**src/rtl/twos_comp_to_sign_mag_pkg.sv**
```systemverilog
// Shared types, constants and helpers for the two's-complement to sign-magnitude converter.
package twos_comp_to_sign_mag_pkg;

  localparam int unsigned DATA_W = 32;

  // Widest word the most-negative detector can handle.
  localparam int unsigned MAX_W  = 128;
  localparam int unsigned MAX_IW = $clog2(MAX_W);

  // Sign-magnitude word at the default width.
  typedef struct packed {
    logic              sign;
    logic [DATA_W-2:0] mag;
  } sm_word_t;

  // True when the low w bits of v are 1 followed by w-1 zeros.
  function automatic logic is_most_neg(input logic [MAX_W-1:0] v, input int unsigned w);
    logic [MAX_W-1:0] low_mask;
    low_mask = (MAX_W'(1) << (w - 1)) - MAX_W'(1);
    return v[MAX_IW'(w - 1)] && ((v & low_mask) == '0);
  endfunction

endpackage

```
**src/rtl/twos_comp_to_sign_mag_pipe_stage_reg.sv**
```systemverilog
// Valid/ready register slice: loads when empty or when its contents leave this cycle.
module pipe_stage_reg #(
  parameter int unsigned W = 8
) (
  input  logic         clk,
  input  logic         rst_n,
  input  logic         in_valid,
  output logic         in_ready,
  input  logic [W-1:0] in_data,
  output logic         out_valid,
  input  logic         out_ready,
  output logic [W-1:0] out_data
);

  logic         r_valid;
  logic [W-1:0] r_data;
  logic         w_load;

  // Slot is free when empty or being drained in the same cycle.
  always_comb begin
    in_ready = !r_valid || out_ready;
    w_load   = in_valid && in_ready;
  end

  // Valid flag and payload; payload only changes on a load so held data stays stable.
  always_ff @(posedge clk or negedge rst_n) begin
    if (!rst_n) begin
      r_valid <= 1'b0;
      r_data  <= '0;
    end else begin
      if (in_ready) r_valid <= in_valid;
      if (w_load)   r_data  <= in_data;
    end
  end

  assign out_valid = r_valid;
  assign out_data  = r_data;

endmodule

```
**src/rtl/twos_comp_to_sign_mag.sv**
```systemverilog
// Two-stage converter from two's-complement to sign-magnitude with saturation on the
// most-negative value and a saturating count of overflowed words delivered.
module twos_comp_to_sign_mag
  import twos_comp_to_sign_mag_pkg::*;
#(
  parameter int unsigned WIDTH = DATA_W,  // 2..MAX_W
  parameter int unsigned CNT_W = 8
) (
  input  logic             clk,
  input  logic             rst_n,
  input  logic             in_valid,
  output logic             in_ready,
  input  logic [WIDTH-1:0] in_data,
  output logic             out_valid,
  input  logic             out_ready,
  output logic [WIDTH-1:0] out_data,
  output logic             out_ovf,
  output logic [CNT_W-1:0] ovf_count
);

  // S1 payload: {sign, most_neg, low bits (inverted when negative)}.
  localparam int unsigned S1_W = WIDTH + 1;
  // S2 payload: {ovf, sign-magnitude word}.
  localparam int unsigned S2_W = WIDTH + 1;

  logic             r_run;
  logic             w_s1_in_ready;
  logic             w_s1_in_valid;
  logic [S1_W-1:0]  w_s1_din;
  logic             w_s1_valid;
  logic [S1_W-1:0]  w_s1_q;
  logic             w_s2_in_ready;
  logic [S2_W-1:0]  w_s2_din;
  logic [S2_W-1:0]  w_s2_q;
  logic             w_sign;
  logic             w_most_neg;
  logic [WIDTH-2:0] w_low;
  logic [WIDTH-2:0] w_mag;
  logic             w_out_fire;
  logic [CNT_W-1:0] r_ovf_count;

  // Holds the input closed while in reset and opens it on the first edge after release.
  always_ff @(posedge clk or negedge rst_n) begin
    if (!rst_n) r_run <= 1'b0;
    else        r_run <= 1'b1;
  end

  // S1 front end: capture sign, most-negative flag and conditionally inverted low bits.
  always_comb begin
    in_ready      = r_run && w_s1_in_ready;
    w_s1_in_valid = r_run && in_valid;
    w_s1_din      = {in_data[WIDTH-1],
                     is_most_neg(MAX_W'(in_data), WIDTH),
                     in_data[WIDTH-1] ? ~in_data[WIDTH-2:0] : in_data[WIDTH-2:0]};
  end

  pipe_stage_reg #(.W(S1_W)) u_s1 (
    .clk       (clk),
    .rst_n     (rst_n),
    .in_valid  (w_s1_in_valid),
    .in_ready  (w_s1_in_ready),
    .in_data   (w_s1_din),
    .out_valid (w_s1_valid),
    .out_ready (w_s2_in_ready),
    .out_data  (w_s1_q)
  );

  // S2 front end: +1 correction for negatives; most-negative saturates to all ones.
  always_comb begin
    w_sign     = w_s1_q[WIDTH];
    w_most_neg = w_s1_q[WIDTH-1];
    w_low      = w_s1_q[WIDTH-2:0];
    w_mag      = w_sign ? (w_low + (WIDTH-1)'(1)) : w_low;
    w_s2_din   = {1'b0, w_sign, w_mag};
    if (w_most_neg) w_s2_din = {1'b1, {WIDTH{1'b1}}};
  end

  pipe_stage_reg #(.W(S2_W)) u_s2 (
    .clk       (clk),
    .rst_n     (rst_n),
    .in_valid  (w_s1_valid),
    .in_ready  (w_s2_in_ready),
    .in_data   (w_s2_din),
    .out_valid (out_valid),
    .out_ready (out_ready),
    .out_data  (w_s2_q)
  );

  assign out_ovf    = w_s2_q[WIDTH];
  assign out_data   = w_s2_q[WIDTH-1:0];
  assign w_out_fire = out_valid && out_ready;

  // Saturating count of delivered overflow words.
  always_ff @(posedge clk or negedge rst_n) begin
    if (!rst_n) begin
      r_ovf_count <= '0;
    end else if (w_out_fire && out_ovf && (r_ovf_count != {CNT_W{1'b1}})) begin
      r_ovf_count <= r_ovf_count + CNT_W'(1);
    end
  end

  assign ovf_count = r_ovf_count;

endmodule

```
**config.mk**
```make
export PLATFORM = sky130hd
export DESIGN_NAME = twos_comp_to_sign_mag
export DESIGN_NICKNAME = d
export VERILOG_FILES = /design/src/rtl/twos_comp_to_sign_mag_pkg.sv /design/src/rtl/twos_comp_to_sign_mag_pipe_stage_reg.sv /design/src/rtl/twos_comp_to_sign_mag.sv
export SDC_FILE = /design/constraint.sdc
export NUM_CORES = 1
export LEC_CHECK = 0
export ABC_AREA = 1
export BUFFER_PORTS_ARGS = -buffer_cell sky130_fd_sc_hd__buf_4
export CORE_MARGIN = 1
export CORE_UTILIZATION = 35
export DETAILED_ROUTE_END_ITERATION = 6
export SETUP_SLACK_MARGIN = 0.3
export SYNTH_ARGS = -nofsm -noshare
export SYNTH_HDL_FRONTEND = slang
export SYNTH_SLANG_ARGS = --single-unit
```
**constraint.sdc**
```tcl
create_clock -name clk -period 4.4 [get_ports clk]
set_input_delay 0.44 -clock clk [delete_from_list [all_inputs] [get_ports clk]]
set_output_delay 0.44 -clock clk [all_outputs]
set_load 0.01 [all_outputs]
```
Word level (Yosys, flattened, before mapping)
Cells that the tools add are included.
- register bits after elaboration: 77
- input port bits: 36
- output and inout port bits: 43
- $add $sub $neg: 2
- equal/unequal tests: 1
- muxes and demuxes: 3
- bitwise logic cells: 1
- reduce and logical (&&, ||, !) cells: 13
- operator list (cell ; number):
    $logic_not A128 Y1 ; 1
    $mux W31 ; 2
    $mux W33 ; 1
    $add A31 B1 Y31 const B ; 1
    $not A31 Y31 ; 1
    $add A8 B1 Y8 const B ; 1
    $logic_and A1 B1 Y1 ; 8
    $ne A8 B8 Y1 const B ; 1
    $logic_not A1 Y1 ; 2
    $logic_or A1 B1 Y1 ; 2

Longest topological paths before layout
Gate-level depths: netlist (run 1).
- depth in word-level cells: 4
- gate-level depth with buffers: 10

Cells and area by module
A second synthesis (run 1) with hierarchy kept.
- cell total of the unflattened synthesis: 642
- area total of the unflattened synthesis: 4700.8 µm²
- by module, submodules not included (module ; times used ; cells each ; area an instance (µm²) ; seq. area each (µm²)):
    pipe_stage_reg ; 2 ; 147 ; 1370.1 ; 850.8
    twos_comp_to_sign_mag ; 1 ; 348 ; 1960.6 ; 225.2

Worst setup path after synthesis (run 1)
Ideal clock, no wire load.
- path kind: reg-to-reg
- start point: register u_s1.r_data[0] (netlist: u_s1.out_data[0])
- end point: register u_s2.r_data[22] (netlist: u_s2.out_data[22])
- library setup time: 0.117 ns
- data arrival time: 1.302 ns
- data required time: 4.283 ns
- setup slack: 2.981 ns
- stages on the path, launching flop included: 9
- cells stage by stage: dfrtp_1 > ha_1 > nand3_1 > nor2_4 > nand2_2 > o21ai_0 > nand3_1 > o21ai_1 > inv_1
- word-level cells in the longest chain between the ends: 3
- RTL lines (what ; line ; text):
    start: declaration ; twos_comp_to_sign_mag_pipe_stage_reg.sv:16 ; logic [W-1:0] r_data;
    start signal: assignment ; twos_comp_to_sign_mag_pipe_stage_reg.sv:32 ; if (w_load) r_data <= in_data;
    $add A31 B1 Y31 ; twos_comp_to_sign_mag.sv:73 ; w_mag = w_sign ? (w_low + (WIDTH-1)'(1)) : w_low;
    $mux W31 ; twos_comp_to_sign_mag.sv:73 ;
    $mux W33 ; twos_comp_to_sign_mag.sv:75 ; if (w_most_neg) w_s2_din = {1'b1, {WIDTH{1'b1}}};
    end signal: assignment ; twos_comp_to_sign_mag_pipe_stage_reg.sv:32 ;
    end: declaration ; twos_comp_to_sign_mag_pipe_stage_reg.sv:16 ;
Every way passes these cells.
A chain may end at the register's enable or synchronous reset.

Final worst setup path (run 1)
- start point: register u_s1.r_data[32] (netlist: u_s1.out_data[32])
- end point: register u_s2.r_data[7] (netlist: u_s2.out_data[7])
- word-level cells in the longest chain between the ends: 2
- RTL lines (what ; line):
    $mux W31 ; twos_comp_to_sign_mag.sv:73
    $mux W33 ; twos_comp_to_sign_mag.sv:75
Every way passes these cells.

==> reports/summary.txt, run 1 <==
=================================================================================================
Root buffer cell ...................................................................    clkbuf_16
First-iteration detailed-routing DRC count .........................................          246
Mean post-synth cell area ..........................................................   7.71 sq um
Classification of the worst-slack hold path ........................................ input pin to async pin
Relative contribution of sequential cells to total power ...........................        0.422
Number of warnings printed during yosys synthesis ..................................            0
Part of the total power dissipated in the clock network ............................        0.328
Area contributors post-synth ....................................................... dfrtp_1 (44%), nand2_1 (11%), xnor2_1 (7.6%), inv_1 (5.9%), nand3_1 (5.2%)
Gate count of the mapped netlist ...................................................          571
Critical path capture point type ...................................................         flop
Setup clock skew after layout ......................................................   0.00832 ns
Net switching power figure .........................................................       755 uW
Post-CTS setup repair buffer count .................................................            0
Count of filler cells inserted in the layout .......................................         1237
Total DRC errors in the routed layout ..............................................            0
Max-slew violations ................................................................            0
Number of buffers created by CTS ...................................................            9
Height of the die ..................................................................       114 um
Number of vias per cell after detailed routing .....................................         4.63
Top achievable clock speed .........................................................      590 MHz
Final layout net count .............................................................          683
CP Class ........................................................................... flop to flop
RSZ-0062 raised after global routing ...............................................           no
Pwr dens ...........................................................................  449 nW/um^2
Pint ...............................................................................      1.69 mW
Worst setup slack after layout .....................................................      2.71 ns
CTS Buffer Depth ...................................................................            2
TritonCTS clock tree ...............................................................        built
TNS Setup ..........................................................................         0 ns
Total design power .................................................................      2.44 mW
Commonest cells after routing, fill and taps aside ................................. nand2_1 (133), buf_4 (80), dfrtp_1 (77)
Final critical path time including I/O delays and setup ............................      1.69 ns
Sequential area share after synthesis ..............................................        0.438
Standard-cell rows .................................................................           40
Die span in x ......................................................................       114 um
Net count after synthesis ..........................................................          609
First-pass iteration count of the detailed router ..................................            4
Leakage power figure ...............................................................      2.50 nW
Fraction of layout instances using a drive strength above 1 ........................        0.206
Number of ports placed on the die boundary .........................................           79
Peak supply drop ...................................................................       166 uV
GP Congestion ......................................................................        0.848
Number of gates given a new drive strength after cts ...............................            0
Floorplan die area .................................................................  13000 sq um
Layout Area Growth over Synthesis ..................................................        23.6%
Total of hold buffers inserted after clock tree synthesis ..........................            0
Number of max-cap violations .......................................................            0
Number of vias after detailed routing ..............................................         3791
Vias in the first global route .....................................................         3630
Post-Place Worst Slack .............................................................      2.55 ns
Top cell type by total area after synthesis ........................................      dfrtp_1
CP Data Arrival Time ...............................................................      1.91 ns
Most common cell after layout, fill and taps aside .................................      nand2_1
First-pass GRT wire length .........................................................     17600 um
Post-detailed-placement half-perimeter wirelength ..................................      7810 um
Req. time, crit path ...............................................................      4.62 ns
Total global-route track usage .....................................................        0.173
I/O Buffers ........................................................................           78
Htree depth ........................................................................            3
Yosys top cell area share ..........................................................        0.438
Worst-path clk slew ................................................................      0.06 ns
Post-DRT Antenna Nets ..............................................................            0
Startpoint type of the worst setup path ............................................         flop
Transition time at the pin with the least slew margin ..............................     0.984 ns
Global route total overflow ........................................................            0
Total of flip-flops plus latches after synthesis ...................................           77
Final period utilization ...........................................................        0.385
Largest net degree at the start of global routing ..................................           78
Antenna diode count ................................................................            0
Slew margin rel. ...................................................................        0.344
Largest fanout on the critical path ................................................           12
Number of antenna violations at the first check in global routing ..................            0
Wirelength, routed .................................................................     10300 um
CORE AREA ..........................................................................  12200 sq um
# setup viols final ................................................................            0
Source-to-sink clock delay at the later pin of the worst-skew pair .................      0.33 ns
Gate power share ...................................................................        0.250
Number of distinct library cell variants in the gate-level netlist after synthesis .           31
Final Hold Vio Count ...............................................................            0
Syn Std Cell Area ..................................................................   4400 sq um
Sw Share ...........................................................................        0.309
Effective utilization at floorplan .................................................        0.362
Average wire per standard cell .....................................................      12.6 um
Run status ......................................................................... complete, no violations
Count of clock tree sinks ..........................................................           77
=================================================================================================
[metal layers]
layer / vias to the layer above / global-route usage / wire length (um)
li1: 1946 / - / -
met5: - / 0 / 0
met3: 6 / 0.0286 / 484
met4: 0 / 0.0693 / 84
met1: 1745 / 0.251 / 5190
met2: 94 / 0.255 / 4590
[worst max-delay path, cell delays in order (launching register included)]
cell	delay, ns
dfrtp_1	0.60
inv_1	0.26
nor2_2	0.19
nand2_1	0.13
o21ai_0	0.17
nand2_1	0.07
o21bai_1	0.13
inv_1	0.05
[state kept, by name (all words and copies together), names as in the netlist]
register,cells
ovf_count,8
r_run,1
u_s1.out_data,33
u_s1.out_valid,1
u_s2.out_data,33
u_s2.out_valid,1
[logic make-up after synthesis]
| logic type | Yosys count | synth area share |
|---|---|---|
| XOR/XNOR | 43 | 0.0855 |
| AO/OA/AOI/OAI | 72 | 0.0864 |
| flip-flops | 77 | 0.438 |
| buffers and inverters | 87 | 0.0821 |
| AND/OR/NAND/NOR | 289 | 0.302 |
| adder cells (fa/ha/maj) | 2 | 0.00568 |
| other | 1 | 0.000852 |
[power by group through the flow]
| stage | combinational [mW] | clock [mW] | sequential (mW) |
|---|---|---|---|
| finish | 0.610 | 0.800 | 1.03 |
| floorplan | 0.313 | 0 | 1.04 |
| detailed placement | 0.618 | 0 | 1.04 |
| CTS | 0.620 | 0.818 | 1.03 |
| global route | 0.694 | 0.849 | 1.06 |
| global placement | 0.605 | 0 | 1.04 |
[stage by stage]
step	hold WS (ns)	util	instances	cell area (sq um)
after floorplan	0.144	-	571	4400
after global placement	0.476	0.421	802	5110
after detailed placement	0.500	0.421	802	5110
after CTS	0.316	0.447	818	5440
after global routing	0.358	0.447	818	5440
final	0.268	0.447	818	5440
[worst paths after layout]
path / start / end / slack, ns / cells past startpoint
min in group clk: in_valid / u_s1.out_valid$_DFFE_PN0P_ / 0.36 / 3
worst max-delay path: u_s1.out_data[32]$_DFFE_PN0P_ / u_s2.out_data[7]$_DFFE_PN0P_ / 2.71 / 7
worst min-delay path: rst_n / u_s2.out_data[5]$_DFFE_PN0P_ / 0.27 / 1
worst max register to register: u_s1.out_data[32]$_DFFE_PN0P_ / u_s2.out_data[7]$_DFFE_PN0P_ / 2.71 / 7
max in group asynchronous: rst_n / u_s1.out_data[30]$_DFFE_PN0P_ / 3.49 / 1
worst min register to register: u_s2.out_data[11]$_DFFE_PN0P_ / u_s2.out_data[11]$_DFFE_PN0P_ / 0.50 / 2
[synthesized netlist by cell type]
cell and n:
clkbuf_1 6, o21ai_1 14, o21bai_1 5, nor2_2 7, buf_6 2, buf_2 8, nand2_2 10, nand3b_1 2
nand3_1 46, nor3_2 1, nor3_1 6, inv_1 69, inv_2 1, nand3_2 3, conb_1 1, xor2_1 5
clkbuf_8 1, nor2_4 6, nand2_4 1, nand2_1 133, a31oi_1 2, nand4_1 5, nor2_1 59, or2_2 9
ha_1 2, o21ai_0 44, nor2_8 1, xnor2_1 38, a21oi_1 3, dfrtp_1 77, o22ai_1 4
[cell type report]
| cell class | count | area (sq um) | area share |
|---|---|---|---|
| clock buffer | 12 | 256 | 0.0471 |
| clock inverter | 4 | 70.1 | 0.0129 |
| inverter | 70 | 263 | 0.0483 |
| multi-input combinational | 407 | 2110 | 0.389 |
| sequential | 77 | 1930 | 0.354 |
| tap | 168 | 210 | 0.0386 |
| timing repair buffer | 80 | 601 | 0.110 |
(Power assumes the default switching activity.)
==> run 2: changes to the inputs <==
==> constraint.sdc (replaced) <==
create_clock -name clk -period 1.7 [get_ports clk]
set_input_delay 0.17 -clock clk [delete_from_list [all_inputs] [get_ports clk]]
set_output_delay 0.17 -clock clk [all_outputs]
set_load 0.01 [all_outputs]
==> run 2 against run 1 <==
Count of clock-buffer cells in the layout up 1. Worst setup slack worse by 2.5 ns. Clock power up 150%. Design area up 10%. Register-to-register slack lost 2.5 ns. Clock skew decreased by 0.0029 ns. First-iteration DRC count down 2.4%. Total power grew to 2.7 times the previous value.
==> reports/summary.txt, run 2 (synthesis results as in run 1) <==
=================================================================================
First-iteration detailed-routing DRC count .........................          240
First-pass GRT wire length .........................................     18700 um
Global route total overflow ........................................            0
Average wire per standard cell .....................................      13.4 um
Req. time, crit path ...............................................      1.93 ns
Layout Area Growth over Synthesis ..................................        36.1%
Run status ......................................................... complete, no violations
Number of buffers created by CTS ...................................            9
Wirelength, routed .................................................     11400 um
Number of vias per cell after detailed routing .....................         4.64
Antenna diode count ................................................            0
Crit path max-delay cell type ......................................      dfrtp_2
CP Data Arrival Time ...............................................      1.74 ns
Peak supply drop ...................................................       415 uV
Slowest stage delay, CP ............................................      0.41 ns
Final layout net count .............................................          714
Commonest cells after routing, fill and taps aside ................. nand2_1 (117), buf_4 (105), inv_1 (69)
Worst-path clk slew ................................................      0.06 ns
Setup clock skew after layout ......................................   0.00547 ns
Worst path top cell family by delay ................................   flip-flops
Floorplan die area .................................................  13000 sq um
TritonCTS clock tree ...............................................        built
Root buffer cell ...................................................    clkbuf_16
Number of antenna violations at the first check in global routing ..            0
RSZ-0062 raised after global routing ...............................          yes
Top achievable clock speed .........................................      662 MHz
Max-slew violations ................................................            0
Largest net degree at the start of global routing ..................           52
Largest fanout on the critical path ................................            4
Die span in x ......................................................       114 um
Post-detailed-placement half-perimeter wirelength ..................      8150 um
Standard-cell rows .................................................           40
Number of instances in the placed design ...........................          809
Fin Hold WS ........................................................    0.0592 ns
First-pass iteration count of the detailed router ..................            4
Number of ports placed on the die boundary .........................           79
Number of vias after detailed routing ..............................         3937
Effective utilization at floorplan .................................        0.362
Pwr dens ........................................................... 1100 nW/um^2
Leakage power figure ...............................................      2.73 nW
Count of clock tree sinks ..........................................           77
WP buf/inv .........................................................            2
Final Hold Vio Count ...............................................            0
Total DRC errors in the routed layout ..............................            0
Fraction of layout instances using a drive strength above 1 ........        0.325
GP Congestion ......................................................        0.811
TNS Setup ..........................................................         0 ns
Post-DRT Antenna Nets ..............................................            0
Most common cell after layout, fill and taps aside .................      nand2_1
Total global-route track usage .....................................        0.184
Post-route non-filler standard cell count ..........................          849
Cells traversed along the worst timing path ........................ ha_4, nand3_4, nor2_4, buf_4, nand2_2, o21ai_2, nand2_1, o21bai_1, inv_1
Number of max-cap violations .......................................            0
Final critical path time including I/O delays and setup ............      1.51 ns
Count of filler cells inserted in the layout .......................         1181
CP Class ........................................................... flop to flop
Startpoint type of the worst setup path ............................         flop
Htree depth ........................................................            3
I/O Buffers ........................................................           78
Source-to-sink clock delay at the later pin of the worst-skew pair .      0.34 ns
CTS Buffer Depth ...................................................            2
# setup viols final ................................................            0
Critical path capture point type ...................................         flop
Height of the die ..................................................       114 um
Final period utilization ...........................................        0.889
Classification of the worst-slack hold path ........................ input pin to flop
CORE AREA ..........................................................  12200 sq um
Vias in the first global route .....................................         3741
=================================================================================
## run 2: worst register-to-register path: cells and delay by family (launching register included)
family | cells | cell delay [ns]
DFF | 1 | 0.41
and+or+nand+nor | 4 | 0.39
AOI/OAI and AO/OA | 2 | 0.21
buffers and inverters | 2 | 0.20
adders and majority gates | 1 | 0.19
## run 2: stage by stage
stage	setup WS, ns	instance area [sq um]	utilization	power [mW]
floorplan	0.304	4410	-	3.50
finish	0.188	5990	0.493	6.61
CTS	0.228	5750	0.473	6.50
global placement	0.184	5210	0.429	4.30
detailed placement	0.126	5210	0.429	4.34
global route	0.112	5990	0.493	7.00
## run 2: timing repair
action / in CTS / in global routing
setup buffers: 11 / 11
gates cloned: 1 / 0
gates resized for setup: 32 / 51
pin swaps: 15 / 16
endpoints found under the setup margin: 33 / 38
hold buffers: 1 / 0
hold endpoints to repair: 24 / 0
## run 2: path summary, 6_finish.rpt
| path | from | endpoint | slack, ns | cells past startpoint |
|---|---|---|---|---|
| min in group asynchronous | rst_n | u_s1.out_valid$_DFFE_PN0P_ | 0.29 | 2 |
| min | in_valid | u_s1.out_valid$_DFFE_PN0P_ | 0.06 | 3 |
| max reg2reg | u_s1.out_data[0]$_DFFE_PN0P_ | u_s2.out_data[16]$_DFFE_PN0P_ | 0.19 | 9 |
| max in group asynchronous | rst_n | u_s2.out_data[18]$_DFFE_PN0P_ | 0.85 | 3 |
| max | u_s1.out_data[0]$_DFFE_PN0P_ | u_s2.out_data[16]$_DFFE_PN0P_ | 0.19 | 9 |
| min reg2reg | u_s2.out_data[21]$_DFFE_PN0P_ | u_s2.out_data[21]$_DFFE_PN0P_ | 0.48 | 2 |
## run 2: where the power goes
| part | switching [mW] | leakage [nW] | internal [mW] | total, mW |
|---|---|---|---|---|
| sequential | 0.434 | 0.906 | 2.25 | 2.68 |
| clock | 0.739 | 0.152 | 1.26 | 1.99 |
| combinational | 0.967 | 1.67 | 0.964 | 1.93 |
| total | 2.14 | 2.73 | 4.47 | 6.61 |
## run 2: final cells by class
cell class | instances | area, sq um | share of cell area
multi-input combinational | 407 | 2350 | 0.392
clock buffer | 13 | 270 | 0.0451
tap | 168 | 210 | 0.0351
sequential | 77 | 1950 | 0.325
inverter | 70 | 268 | 0.0447
timing repair buffer | 111 | 902 | 0.151
clock inverter | 3 | 42.5 | 0.00710
## run 2: routing by layer
layer | GRT usage | share of wire | up-vias
met3 | 0.0334 | 0.040 | 19
met5 | 0 | 0 | -
li1 | - | - | 2007
met2 | 0.272 | 0.45 | 122
met1 | 0.262 | 0.49 | 1789
met4 | 0.0797 | 0.022 | 0
==> run 3: changes to the inputs <==
--- a/config.mk
+++ b/config.mk
@@ -7,6 +7,7 @@
 export LEC_CHECK = 0
 export ABC_AREA = 1
 export BUFFER_PORTS_ARGS = -buffer_cell sky130_fd_sc_hd__buf_4
+export CORE_ASPECT_RATIO = 1.5
 export CORE_MARGIN = 1
 export CORE_UTILIZATION = 35
 export DETAILED_ROUTE_END_ITERATION = 6
==> run 3 against run 2 <==
Wire length is 3.0% lower. Sequential share of layout area is 0.31 points higher. Maximum frequency is 0.64% lower. Total power is 1.8% lower. Count of clock-buffer cells in the layout is 1 lower. Die area hardly changed. Hold slack better by 0.0076 ns. Largest cell class unchanged. Largest power group unchanged. Highest routed layer unchanged.
==> reports/summary.txt, run 3 (synthesis results as in run 1) <==
=================================================================================
Worst-path clk slew ................................................      0.06 ns
Final period utilization ...........................................        0.895
Most frequent cell on the critical path ............................      nand2_1
Vias in the first global route .....................................         3783
Total global-route track usage .....................................        0.179
Final critical path time including I/O delays and setup ............      1.52 ns
Pwr dens ........................................................... 1090 nW/um^2
Average wire per standard cell .....................................      13.4 um
# setup viols final ................................................            0
Number of max-cap violations .......................................            0
Critical path capture point type ...................................         flop
Peak supply drop ...................................................       503 uV
Classification of the worst-slack hold path ........................ input pin to flop
Antenna diode count ................................................            0
Source-to-sink clock delay at the later pin of the worst-skew pair .      0.34 ns
I/O Buffers ........................................................           78
Largest fanout on the critical path ................................            4
Post-detailed-placement half-perimeter wirelength ..................      8140 um
Most common cell after layout, fill and taps aside .................      nand2_1
RSZ-0062 raised after global routing ...............................          yes
Largest net degree at the start of global routing ..................           65
Standard-cell rows .................................................           49
Crit path max-delay cell type ......................................      dfrtp_2
Post-DRT Antenna Nets ..............................................            0
GP Congestion ......................................................        0.890
CTS Buffer Depth ...................................................            2
Die span in x ......................................................      93.6 um
Wirelength, routed .................................................     11100 um
Final layout net count .............................................          709
Req. time, crit path ...............................................      1.93 ns
Max-slew violations ................................................            0
Top achievable clock speed .........................................      657 MHz
Effective utilization at floorplan .................................        0.363
WP buf/inv .........................................................            1
Final Hold Vio Count ...............................................            0
Htree depth ........................................................            3
First-pass iteration count of the detailed router ..................            5
Count of clock tree sinks ..........................................           77
Root buffer cell ...................................................    clkbuf_16
Startpoint type of the worst setup path ............................         flop
Area taken by multi-input logic gates ..............................   2370 sq um
Number of antenna violations at the first check in global routing ..            0
Number of vias after detailed routing ..............................         3868
CP Class ........................................................... flop to flop
TritonCTS clock tree ...............................................        built
Commonest cells after routing, fill and taps aside ................. nand2_1 (119), buf_4 (97), inv_1 (69)
CP Data Arrival Time ...............................................      1.75 ns
Leakage power figure ...............................................      2.71 nW
Setup clock skew after layout ......................................    0.0107 ns
Hold Path Cell Cnt .................................................            3
Sequential cell area ...............................................   1950 sq um
Fin Hold WS ........................................................    0.0668 ns
Number of ports placed on the die boundary .........................           79
Run status ......................................................... complete, no violations
Fraction of layout instances using a drive strength above 1 ........        0.320
Number of vias per cell after detailed routing .....................         4.67
Height of the die ..................................................       139 um
CORE AREA ..........................................................  12100 sq um
Instance count on the critical path ................................           10
First-pass GRT wire length .........................................     18300 um
Total DRC errors in the routed layout ..............................            0
Worst path top cell family by delay ................................ simple AND/OR/NAND/NOR gates
Worst R2R Path Depth ...............................................           10
Floorplan die area .................................................  13000 sq um
First-iteration detailed-routing DRC count .........................          169
Number of buffers created by CTS ...................................            9
Global route total overflow ........................................            0
TNS Setup ..........................................................         0 ns
Slowest stage delay, CP ............................................      0.43 ns
Layout Area Growth over Synthesis ..................................        34.6%
Count of filler cells inserted in the layout .......................         1212
Cells traversed along the worst timing path ........................ ha_4, nand3_4, nor2_4, nand2_4, nor2_4, nand2_1, nand2_1, nand3_1, nand2_1, inv_1
=================================================================================
==> run 3: worst register-to-register path, delay by kind of cell (launching register included) <==
family	cells	cell delay, ns
adder cells (fa/ha/maj)	1	0.19
buffers and inverters	1	0.03
flip-flops	1	0.43
AND/OR/NAND/NOR	8	0.77
==> run 3: routing by layer <==
metal | vias up | wire length, um | track usage
met5 | - | 0 | 0
met4 | 0 | 169 | 0.0656
met3 | 9 | 371 | 0.0273
met2 | 76 | 5690 | 0.305
met1 | 1791 | 4840 | 0.226
li1 | 1992 | - | -
==> run 3: layout make-up <==
class,instances,share of cell area
inverters,70,0.0452
well taps,153,0.0323
repair buffers,106,0.145
flip-flops and latches,77,0.328
clock buffers,12,0.0416
clock inverters,4,0.00802
multi-input cells,407,0.400
==> run 3: stage by stage <==
stage               instance area, sq um  std cells  worst slack [ns]  power, mW   util
finish                              5930        829             0.179       6.48  0.488
CTS                                 5670        818             0.222       6.36  0.467
global route                        5930        829             0.128       6.88  0.488
detailed placement                  5180        792            0.0588       4.34  0.427
global placement                    5180        792             0.167       4.29  0.427
floorplan                           4410        571             0.304       3.50      -
==> run 3: worst paths after layout <==
path | from | endpoint | slack, ns
max | u_s1.out_data[0]$_DFFE_PN0P_ | u_s2.out_data[26]$_DFFE_PN0P_ | 0.18
min reg2reg | u_s2.out_data[21]$_DFFE_PN0P_ | u_s2.out_data[21]$_DFFE_PN0P_ | 0.49
min | in_valid | u_s1.out_valid$_DFFE_PN0P_ | 0.07
min in group asynchronous | rst_n | u_s2.out_valid$_DFFE_PN0P_ | 0.33
max reg2reg | u_s1.out_data[0]$_DFFE_PN0P_ | u_s2.out_data[26]$_DFFE_PN0P_ | 0.18
max in group asynchronous | rst_n | u_s1.out_data[18]$_DFFE_PN0P_ | 0.76
==> run 3: timing repair <==
action | 4_1_cts | 5_1_grt
pin swaps | 20 | 21
setup endpoints to repair | 33 | 37
endpoints found under the hold margin | 34 | 0
hold buffers | 1 | 0
cloned | 1 | 0
gates resized for setup | 41 | 45
setup buffers | 8 | 11
==> run 3: power by group <==
group | switching [mW] | internal, mW | leakage (nW)
sequential | 0.420 | 2.25 | 0.908
clock | 0.711 | 1.17 | 0.143
combinational | 0.965 | 0.970 | 1.66
